===== src/rtl/follow_seq.sv =====
// follow_seq: command sequencer for the line-follower steering loop.
// Takes station commands from the UART path and barcode IDs from the reader,
// and enables the PID block (go) until the destination station is read or the
// line has been lost for too long. Sounds the piezo while the line is lost.
//
// Ports:
//   clk           system clock (50 MHz)
//   rst           asynchronous active-high reset
//   cmd[7:0]      command byte: [7:6] opcode (00 stop, 01 go), [5:0] station
//   cmd_rdy       command valid, held until cleared
//   clr_cmd_rdy   clear of cmd_rdy, combinational (high whenever cmd_rdy is high)
//   ID[7:0]       barcode byte: [7:6] must be 00, [5:0] station
//   ID_vld        barcode valid, held until cleared
//   clr_ID_vld    clear of ID_vld, combinational (high whenever ID_vld is high)
//   line_present  line sensor sees the line
//   go            enable to PID / forward speed, decoded from state register
//   buzz, buzz_n  complementary piezo drive, active only when lost
//   dest[5:0]     latched destination station
module follow_seq #(
    parameter bit FAST_SIM = 1'b0
) (
    input  logic       clk,
    input  logic       rst,
    input  logic [7:0] cmd,
    input  logic       cmd_rdy,
    output logic       clr_cmd_rdy,
    input  logic [7:0] ID,
    input  logic       ID_vld,
    output logic       clr_ID_vld,
    input  logic       line_present,
    output logic       go,
    output logic       buzz,
    output logic       buzz_n,
    output logic [5:0] dest
);

    localparam int unsigned TMR_W = 26;
    localparam int unsigned DIV_W = 14;
    localparam int unsigned STN_W = 6;

    // Timeout fires when the lost timer reaches TMAX-1.
    localparam logic [TMR_W-1:0] TMR_LIM = FAST_SIM ? TMR_W'(4095) : {TMR_W{1'b1}};

    localparam logic [1:0] OP_STOP = 2'b00;
    localparam logic [1:0] OP_GO   = 2'b01;

    typedef enum logic [1:0] {
        IDLE   = 2'b00,
        FOLLOW = 2'b01,
        LOST   = 2'b10
    } state_t;

    state_t             state, state_n;
    logic [STN_W-1:0]   dest_n;
    logic [TMR_W-1:0]   timer, timer_n;
    logic [DIV_W-1:0]   div, div_n;

    logic go_cmd_c, stop_cmd_c, id_match_c, timeout_c;

    // Request decode; illegal opcodes (1x) match neither stop nor go.
    assign go_cmd_c   = cmd_rdy && (cmd[7:6] == OP_GO);
    assign stop_cmd_c = cmd_rdy && (cmd[7:6] == OP_STOP);
    assign id_match_c = ID_vld && (ID[7:6] == 2'b00) && (ID[5:0] == dest);
    assign timeout_c  = (state == FOLLOW) && (timer == TMR_LIM);

    // Ready flags are cleared whenever seen, regardless of state.
    assign clr_cmd_rdy = cmd_rdy;
    assign clr_ID_vld  = ID_vld;

    // Next-state, destination, lost timer and buzzer divider.
    always_comb begin
        state_n = state;
        dest_n  = dest;
        timer_n = '0;
        div_n   = '0;
        unique case (state)
            IDLE: begin
                if (go_cmd_c) begin
                    dest_n  = cmd[5:0];
                    state_n = FOLLOW;
                end
            end
            FOLLOW: begin
                if (timeout_c) begin
                    state_n = LOST;
                end else if (stop_cmd_c) begin
                    state_n = IDLE;
                end else if (go_cmd_c) begin
                    // Reload dest; an ID in the same cycle is compared against
                    // the old dest and therefore ignored.
                    dest_n = cmd[5:0];
                end else if (id_match_c) begin
                    state_n = IDLE;
                end else if (!line_present) begin
                    timer_n = timer + TMR_W'(1);
                end
            end
            LOST: begin
                div_n = div + DIV_W'(1);
                if (go_cmd_c) begin
                    dest_n  = cmd[5:0];
                    state_n = FOLLOW;
                end else if (stop_cmd_c) begin
                    state_n = IDLE;
                end
            end
            default: begin
                state_n = IDLE;
            end
        endcase
    end

    // State registers.
    always_ff @(posedge clk or posedge rst) begin
        if (rst) begin
            state <= IDLE;
            dest  <= '0;
            timer <= '0;
            div   <= '0;
        end else begin
            state <= state_n;
            dest  <= dest_n;
            timer <= timer_n;
            div   <= div_n;
        end
    end

    // Outputs decoded from registers only, so reset drops them immediately.
    assign go     = (state == FOLLOW);
    assign buzz   = (state == LOST) &&  div[DIV_W-1];
    assign buzz_n = (state == LOST) && !div[DIV_W-1];

endmodule


===== config.mk =====
export PLATFORM = sky130hd
export DESIGN_NAME = follow_seq
export DESIGN_NICKNAME = d
export VERILOG_FILES = /design/src/rtl/follow_seq.sv
export SDC_FILE = /design/constraint.sdc
export NUM_CORES = 1
export LEC_CHECK = 0
export BUFFER_PORTS_ARGS = -buffer_cell sky130_fd_sc_hd__buf_2
export CORE_MARGIN = 4
export CORE_UTILIZATION = 50
export CTS_CLUSTER_DIAMETER = 80
export CTS_CLUSTER_SIZE = 20
export DETAILED_ROUTE_END_ITERATION = 8
export PLACE_DENSITY_LB_ADDON = 0.08
export SLEW_MARGIN = 10
export SYNTH_ARGS = -nofsm -noshare
export SYNTH_HDL_FRONTEND = slang
export SYNTH_SLANG_ARGS = --single-unit

===== constraint.sdc =====
create_clock -name clk -period 2.75 [get_ports clk]
set_input_delay 0.4125 -clock clk [delete_from_list [all_inputs] [get_ports clk]]
set_output_delay 0.4125 -clock clk [all_outputs]
set_load 0.02 [all_outputs]

Word level (Yosys, flattened, before mapping)
Cells that the tools add are included.

operators by class
  reduce and logical (&&, ||, !) cells = 15
  muxes and demuxes = 19
  add/subtract/negate cells = 2
  equal/unequal tests = 11

operator list
  operator                                                               number
  26-bit two-way mux                                                     6
  26-bit by 1-bit adder with 26-bit output, second input constant        1
  26-bit equality test, second input constant                            1
  6-bit two-way mux                                                      3
  14-bit by 1-bit adder with 14-bit output, second input constant        1
  14-bit two-way mux                                                     1
  2-bit two-way mux                                                      7
  6-bit case mux with 2 select lines                                     1
  1-bit logical AND                                                      7
  6-bit equality test                                                    1
  2-bit logical NOT                                                      3
  2-bit != test, second input constant                                   3
  2-bit case mux with 3 select lines                                     1
  2-bit by 1-bit equality test with 1-bit output, second input constant  2
  4-bit by 1-bit != test with 1-bit output, second input constant        1
  4-bit by 2-bit != test with 1-bit output, second input constant        1
  4-bit AND reduction                                                    1
  3-bit != test, second input constant                                   1
  3-bit AND reduction                                                    1
  2-bit equality test, second input constant                             1
  2-bit nonzero test                                                     1
  2-bit OR reduction                                                     1
  1-bit logical NOT                                                      1

storage, ports and cells
  bits in registers = 48
  logic and storage cells = 51
  bits of input ports = 21

Depth between registers and ports, before layout
Gate-level depths: netlist of run 1.

  depth in word-level cells = 8
  mapped depth = 7
  depth with buffers taken out = 6

Worst setup path before layout of run 1
Ideal clock, no wire load.

  path kind = input-to-reg
  from = input port ID[7]
  to = register timer[21]
  path buffers = 1
  arrival = 1688 ps
  path slack = 944 ps
  data required time = 2631 ps
  library setup time = 119 ps
  stages = 6
  path through = or3b_2 nor4_1 a2111o_1 o21bai_2 buf_4 nor2_1

between the ends
  cells in the longest elaborated chain, start to end = 8

RTL lines
  what                             line  source
  from (decl)                      27    input logic [7:0] ID,
  2-bit logical NOT                63    assign id_match_c = ID_vld && (ID[7:6] == 2'b00) && (ID[5:0] == dest);
  1-bit logical AND (2 in series)  63
  26-bit two-way mux               92    end else if (id_match_c) begin
  26-bit two-way mux               88    end else if (go_cmd_c) begin
  26-bit two-way mux               86    end else if (stop_cmd_c) begin
  26-bit two-way mux               84    if (timeout_c) begin
  26-bit two-way mux               76    unique case (state)
  via timer_n[21]                  55    logic [TMR_W-1:0] timer, timer_n;
  to (signal assigned)             123   timer <= timer_n;
  to (decl)                        55

The timed path passes the listed nets, and every way through them passes these cells.
A chain may end at the register's enable or synchronous reset.

Worst setup path after layout of run 1
  from = register state[0]
  to = output port buzz

between the ends
  cells in the longest elaborated chain, start to end = 2

RTL lines
  what                    line  source
  from (decl)             53    state_t state, state_n;
  from (signal assigned)  121   state <= state_n;
  2-bit equality test     130   assign buzz = (state == LOST) && div[DIV_W-1];
  1-bit logical AND       130
  to (decl)               32    output logic buzz,

No other way between the ends.

==> results by stage, run 1 <==
Outcome:
- The run finished with clean final reports.

Global routing:
- The initial antenna violation count is 0.
- Across every metal layer, demand over resource in global routing totals about 16%.
- The largest net degree at the start of global routing is 24.
- The number of global-route vias before repair is ~1700.
- The global-route wire length before repair is about 7.7 mm.
- The remaining global-route overflow is 0.

Drt:
- The remaining antenna violation count is 0.
- The highest routed metal layer is met4.
- Detailed routing placed a total of about 2.0 mm of wire on met2.
- The starting DRC count in detailed routing is between 40 and 50.
- The met3 wire length is around 130 microns.
- The ratio of routed vias to standard cells is 4.957.
- Detailed routing inserted a total of approximately 1700 vias.
- Dividing the detail-routed wire length by the instance count gives around 12 microns.
- The remaining design rule violation count is 0.
- The total wire length after detailed routing is around 4.3 mm.
- The sum of routed wire segments on met1 is about 2.1 mm.
- The iteration count of the initial detailed-routing pass is 4.

STA:
- For the pin with the worst max-slew slack, the measured transition is slightly above 600 ps.
- The share of the clock period used by the worst path after layout is between 70% and 80%.
- The total count of hold-check failures in the final report is 0.
- The sum of negative setup slack is 0 ps.
- Setup violations remaining at the end of the flow were counted as 0.
- Setup repair after global routing left no endpoint under its margin.
- Static timing analysis puts the maximum clock frequency at 514.4 MHz.
- Across the routed clock network, the largest skew measured is between 10 and 15 ps.
- The shortest period the worst path allows is 1944 ps.
- The count of pins over their slew limit was 0.
- The worst pin sits at a relative slew slack of about 60%.

Placement:
- The placed instance area is roughly 0.0027 sq mm.
- During placement, the flow inserted port buffers numbering 31.
- Detailed placement finished with a half-perimeter wire length of 3.107 mm.
- The routability congestion estimate from global placement is about 0.76.

Floorplanning:
- During I/O placement, the number of pins put on the boundary was 32.
- The initialized floorplan defines 25 standard-cell rows.
- After floorplanning, the core was sized to cover 0.004723 sq mm.
- The area enclosed by the die boundary is between 0.006 and 0.007 sq mm.
- The die is just under 80 microns wide.
- The starting density of the core is 51.52%.
- The die is between 70 and 80 microns tall.

Power and ir drop:
- For this design the static power due to leakage is about 0.0011 uW.
- IR analysis of the VDD net gives a maximum drop of around 0.31 mV.
- The overall power of the completed layout is 1328 uW.
- For this design the ratio of total power to cell area is 483.2 mW/mm^2.

CTS:
- After clock tree synthesis, the clock-pin slew on the worst setup and hold paths is around 90 ps.
- The clock passes through at most 2 buffers.
- The count of buffers added by post-CTS timing repair for setup is 0.
- The clock net in this run drives a total of between 40 and 50 sinks.
- The number of clock buffers added by TritonCTS is 5.
- In this run the number of H-tree levels came out at 2.
- The number of resized instances in the post-cts repair step is 0.
- In this run, post-CTS hold repair placed 0 buffers.
- The CTS tree is done.
- In this run the clock root is driven by a sky130_fd_sc_hd__clkbuf_8.
- The clock reaches the later pin of the worst-skew pair after roughly 300 ps.

Yosys:
- During synthesis, Yosys emitted a total of 0 warnings.
- The number of synthesized flops with an enable pin is 0.
- The synthesized area per cell is about 10 sq um.
- Synthesis instantiated 35 different standard cells from the library.
- Summing the sequential cell areas from Yosys gives 49.36% of the chip area.
- The cell count after synthesis is 244.
- The net count after synthesis is between 200 and 300.
- The share of flip-flops with an asynchronous set or reset after synthesis is between 90% and 100%.
- The dominant register cell in the synthesized netlist is sky130_fd_sc_hd__dfrtp_1.
- In this run, synthesis produced a sequential element count of 48.
- The cell area after synthesis is about 0.0024 sq mm.

Cells and area:
- Cells with a size suffix above 1 make up between 20% and 30% of the layout.
- The area added between synthesis and finish is 12.91%.
- The net count reported at finish is between 300 and 400.
- 0 antenna diodes ended up in the layout.
- For this run, the share of the core covered by cells in the final layout is 58.17%.
- The cell area after layout is approximately 0.0027 sq mm.

Critical path:
- STA classifies the critical path startpoint as a flop.
- The critical path data required time is ~2300 ps.
- The biggest fanout along the worst timing path is 17.
- The worst setup path is captured at a primary output.
- The setup path with the least slack is of type reg2out.
- Data on the critical path arrives at its endpoint at ~1500 ps.

Worst hold path:
- The path class of the tightest hold or removal check is in2async.

Flow run:
- Across the run, the number of max-cap violations was 0.
## per-stage QoR
step | setup slack [ps] | instances | hold slack [ps]
after CTS | 767.4 | 345 | 42.22
after detailed placement | 618.0 | 337 | 376.2
final | 805.8 | 345 | 35.31
after floorplan | 943.7 | 244 | 432.9
after global routing | 624.1 | 345 | 49.86
after global placement | 656.8 | 337 | 376.9
## cell usage in the layout (no fill, tap or decap), types with 2 or more instances in the layout
master	netlist	routed
sky130_fd_sc_hd__dfrtp_1	48	48
sky130_fd_sc_hd__nor4_1	4	4
sky130_fd_sc_hd__nand2_1	15	15
sky130_fd_sc_hd__buf_2	0	31
sky130_fd_sc_hd__nand3_1	15	15
sky130_fd_sc_hd__nand2b_1	3	3
sky130_fd_sc_hd__a21oi_1	3	3
sky130_fd_sc_hd__or3_1	3	3
sky130_fd_sc_hd__nand4_1	14	14
sky130_fd_sc_hd__xnor2_1	15	15
sky130_fd_sc_hd__xor2_1	23	23
sky130_fd_sc_hd__and4_1	2	2
sky130_fd_sc_hd__mux2_2	6	6
sky130_fd_sc_hd__inv_1	9	8
sky130_fd_sc_hd__ha_1	3	3
sky130_fd_sc_hd__nor2_1	45	45
sky130_fd_sc_hd__clkbuf_8	0	6
sky130_fd_sc_hd__clkinvlp_4	0	2
sky130_fd_sc_hd__and3_1	4	4
sky130_fd_sc_hd__buf_4	4	3
sky130_fd_sc_hd__nor3_1	5	5
sky130_fd_sc_hd__o21ai_0	4	4
## routing by layer
metal	GRT usage, %	vias to the layer above
met3	3.712	8
met2	25.51	19
met5	0	-
met1	20.41	789
li1	-	894
met4	6.406	0
## path summary, 6_finish.rpt
kind / from / endpoint / slack, ps / depth (start not counted)
setup / recovery: state[0] / buzz / 810 / 3
hold / removal: rst / div[2] / 40 / 2
setup reg to reg: timer[0] / timer[10] / 810 / 7
hold reg to reg: div[0] / div[0] / 460 / 1
max in group asynchronous: rst / timer[19] / 2160 / 3
min in group clk: cmd[2] / dest[2] / 330 / 2
## cells in the mapped netlist (all sizes together) (5+ instances only)
cell type	count	area, sq um
xor2	23	201.4
nor2	45	168.9
nor3	7	51.30
xnor2	15	131.4
nand4	15	100.1
nand3	15	75.07
mux2	6	67.56
dfrtp	48	1201
nor4	5	37.53
nand2	15	56.30
inv	9	33.78
## state kept, by name (all words and copies together), names as in the netlist
signal / count
timer: 26
div: 14
dest: 6
state: 2
## worst max-delay path, cell delays in order, from the launching register on
cell,delay [ps]
sky130_fd_sc_hd__dfrtp_1,430
sky130_fd_sc_hd__nand2b_1,430
sky130_fd_sc_hd__nor2_1,180
sky130_fd_sc_hd__buf_2,180
## layout make-up
cell class	instances	area [sq um]
fill	413	1976
sequential	48	1201
multi-input combinational	179	1154
timing repair buffer	34	177.7
tap	67	83.83
clock buffer	6	82.58
inverter	9	33.78
clock inverter	2	15.01
## power breakdown
group	leakage [uW]	internal (uW)	total [uW]	switching (uW)
combinational	0.000445	58.0	139	81.0
sequential	0.000656	726	745	19.3
clock	0.0000434	204	443	240
total	0.00114	988	1330	340
## logic make-up after synthesis
group / count (synthesis) / share of synthesized area, %
xor gates and xnor gates: 38 / 13.68
DFF: 48 / 49.36
and+or+nand+nor: 118 / 24.63
AOI/OAI and AO/OA: 14 / 4.782
adders and majority gates: 3 / 1.543
buffers and inverters: 17 / 3.239
muxes: 6 / 2.776
(Power assumes the default switching activity.)
==> run 2: changes to the inputs <==
==> constraint.sdc (replaced) <==
create_clock -name clk -period 2 [get_ports clk]
set_input_delay 0.3 -clock clk [delete_from_list [all_inputs] [get_ports clk]]
set_output_delay 0.3 -clock clk [all_outputs]
set_load 0.02 [all_outputs]
==> run 2 against run 1 <==
Compared with the run above: final cell count is 2.0% higher; hold slack better by 5.4 ps; setup slack worse by 610 ps; utilization is 1.5 points higher; power is 38% higher; critical path type is now reg2reg; critical endpoint is now dest[3]; largest power group unchanged.
==> results by stage, run 2 (synthesis results as in run 1) <==
Outcome:
- The run finished with clean final reports.

Critical path:
- The type of the worst setup path is reg2reg.
- The flop-to-flop setup slack is 200 ps (-610 ps).
- The nature of the critical path endpoint is a flop.
- Broken down by cell family, the worst path's largest delay share belongs to simple AND/OR/NAND/NOR gates.
- The critical path data required time was 2180 ps (-160 ps).
- In this run the critical register-to-register path is launched from timer[17].
- The cell with the biggest individual delay on the critical path is sky130_fd_sc_hd__dfrtp_1.
- The buffer and inverter count on the worst path is 0 (-1).
- Walking the worst path, the cells encountered are and3_1, and4_1, a41oi_4, mux2_2.
- The arrival time of data at the critical path endpoint came to 1980 ps (+450 ps).
- The category of the worst setup path launch point is a flop.
- The delay contributed by the slowest stage of the critical path is 430 ps (about the same).
- The endpoint identified for the worst register-to-register timing path is dest[3].
- The number of cells on the worst reg-to-reg path was 4 (-3).
- The biggest fanout along the worst timing path is 7 (-10).

STA:
- The worst path needs around 1800 ps of the cycle, external delays included.
- The worst clock skew is 6.404 ps (-3.993 ps).
- The final setup violation count is 0 (unchanged).
- The worst slew margin relative to its limit is 63.48% (+4.9 points).
- The count of pins over their slew limit is 0 (unchanged).
- Based on the critical path, the design can be clocked at up to between 500 and 600 MHz.
- The transition time of the tightest slew-check pin is 547.1 ps (-71.16 ps).
- Setup repair after global routing left no endpoint under its margin.
- The total count of hold-check failures in the final report was 0 (unchanged).
- The sum of negative setup slack is 0 ps (unchanged).
- Of the available clock period, the critical path in the final layout requires 89.99%.

CTS:
- The count of hold-fix buffers inserted at cts came to 0 (unchanged).
- The CTS buffer count is 5 (unchanged).
- The count of buffers added by post-CTS timing repair for setup is 0 (unchanged).
- The H-tree level count is 2 (unchanged).
- The buffer levels on the longest clock path is 2 (unchanged).
- The number of resized instances in the post-cts repair step is 0 (unchanged).
- CTS placed an instance of sky130_fd_sc_hd__clkbuf_8 at the clock tree root.
- The post-CTS clock slew at the launch and capture registers of the worst setup and hold paths is 80 ps (about the same).
- The number of clock sinks seen by CTS is 48 (unchanged).
- The insertion delay of the later-clocked pin in the worst-skew pair is 290 ps (about the same).
- TritonCTS built the clock tree.

Global routing:
- The global-route total usage across every layer is 16.18% (+0.36 points).
- The largest net degree at the start of global routing is 28 (+17%).
- The initial antenna violation count is 0 (unchanged).
- The number of global-route vias before repair is 1791 (+6.0%).
- The global-route wire length before repair is 7.976 mm (+4.0%).
- The remaining global-route overflow is 0 (unchanged).

Placement:
- The routability congestion estimate from global placement was 0.7604 (about the same).
- The number of placed instances, taps included is 345 (+2.4%).
- The placed instance area is 0.002723 sq mm (+2.7%).
- The number of input and output port buffers inserted is 31 (unchanged).
- The detailed placer's ending HPWL is 3.208 mm (+3.3%).

Power and ir drop:
- The switching share of total power is 24.18% (-1.4 points).
- The overall power of the completed layout is 1835 uW (+38%).
- The design internal power is 1391 uW (+41%).
- The clock power share is 33.3% (about the same).
- The proportion of power drawn by flip-flops and latches was 55.9% (-0.2 points).
- The peak supply drop is 0.4301 mV (+39%).
- The relative contribution of combinational cells to total power came to 10.8% (+0.3 points).
- The switching component of the power is 443.9 uW (+31%).
- The total power density per cell area is 651.1 mW/mm^2 (+35%).
- The leakage power summed over all cells came to 0.001195 uW (+4.4%).

Floorplanning:
- The core box area came to 0.004723 sq mm (unchanged).
- The overall die height is 77.77 microns (unchanged).
- The number of placement rows is 25 (unchanged).
- The overall die width is 77.77 microns (unchanged).
- The starting density of the core came to 51.52% (unchanged).
- The area enclosed by the die boundary is 0.006047 sq mm (unchanged).
- The number of primary I/O pins was 32 (unchanged).

Worst hold path:
- In this run the worst hold path is classified as in2async.

Cells and area:
- In the layout the commonest cells are sky130_fd_sc_hd__dfrtp_1, sky130_fd_sc_hd__nor2_1, sky130_fd_sc_hd__buf_2.
- The net count reported at finish is 309 (+2.7%).
- The largest registers in the layout are timer (26), div (14), dest (6).
- The most common cell after layout, fill and taps aside is sky130_fd_sc_hd__dfrtp_1.
- The number of antenna cells inserted was 0 (unchanged).
- The cell area after layout is 0.002819 sq mm (+2.6%).
- The area growth from synthesis to layout is 15.84%.
- The fraction of final layout cells sized beyond drive strength 1 is 22.46% (+2.0 points).
- The non-filler instance count after layout is 352 (+2.0%).
- The end-of-flow core utilization is 59.68% (+1.5 points).
- The largest register by flop count is timer.
- The flip-flop count of the largest register after layout was 26 (unchanged).

Drt:
- The starting DRC count in detailed routing is 57 (+33%).
- The iteration count of the initial detailed-routing pass came to 4 (unchanged).
- The remaining design rule violation count is 0 (unchanged).
- The total number of vias is 1797 (+5.1%).
- The total wire length after detailed routing is 4.401 mm (+2.7%).
- The remaining antenna violation count is 0 (unchanged).
- The average wire per cell in the routed design was 12.50 microns (+0.66%).
- The ratio of routed vias to standard cells came to 5.105 (+3.0%).

Flow run:
- The number of violations of the max-capacitance limit is 0 (unchanged).
==> run 2: changes by cell type in the layout (fill, tap and decap cells not counted) <==
| cell | previous run | this run |
|---|---|---|
| sky130_fd_sc_hd__clkbuf_8 | 6 | 7 |
| sky130_fd_sc_hd__clkinvlp_4 | 2 | 0 |
| sky130_fd_sc_hd__buf_12 | 0 | 1 |
| sky130_fd_sc_hd__buf_4 | 3 | 10 |
==> run 2: cell type report <==
| class | count | area [sq um] |
|---|---|---|
| Sequential cell | 48 | 1201 |
| Tap cell | 67 | 83.83 |
| Timing Repair Buffer | 42 | 250.2 |
| Inverter | 9 | 33.78 |
| Multi-Input combinational cell | 179 | 1154 |
| Clock buffer | 7 | 96.34 |
| Fill cell | 430 | 1904 |
==> run 2: worst max path at each step <==
stage | startpoint | end | slack [ps] | cells past startpoint
after floorplan | ID[7] | timer[21] | 310 | 6
after global placement | ID[7] | timer[12] | 160 | 7
after detailed placement | ID[7] | timer[12] | 150 | 7
after CTS | timer[17] | dest[3] | 180 | 4
after global routing | timer[9] | timer[10] | 100 | 7
final | timer[17] | dest[3] | 200 | 4
==> run 2: per-layer routing <==
metal	vias to the layer above	routed length, microns	track usage (%)
li1	913	-	-
met1	860	2174	22.15
met2	19	2063	25.51
met3	5	121	3.712
met4	0	40	4.804
met5	-	0	0
==> run 2: power groups by stage <==
stage          logic (uW)  registers (uW)  clock network, uW
2_1_floorplan        98.4            1070                  0
3_3_place_gp          201            1040                  0
3_5_place_dp          204            1040                  0
4_1_cts               204            1030                635
5_1_grt               222            1030                663
6_report              199            1030                611
==> run 2: through the flow <==
stage	hold slack (ps)	worst slack (ps)
floorplan	432.9	306.2
global placement	381.3	164.5
detailed placement	386.0	148.2
CTS	61.27	182.5
global route	98.68	98.71
finish	40.68	200.2
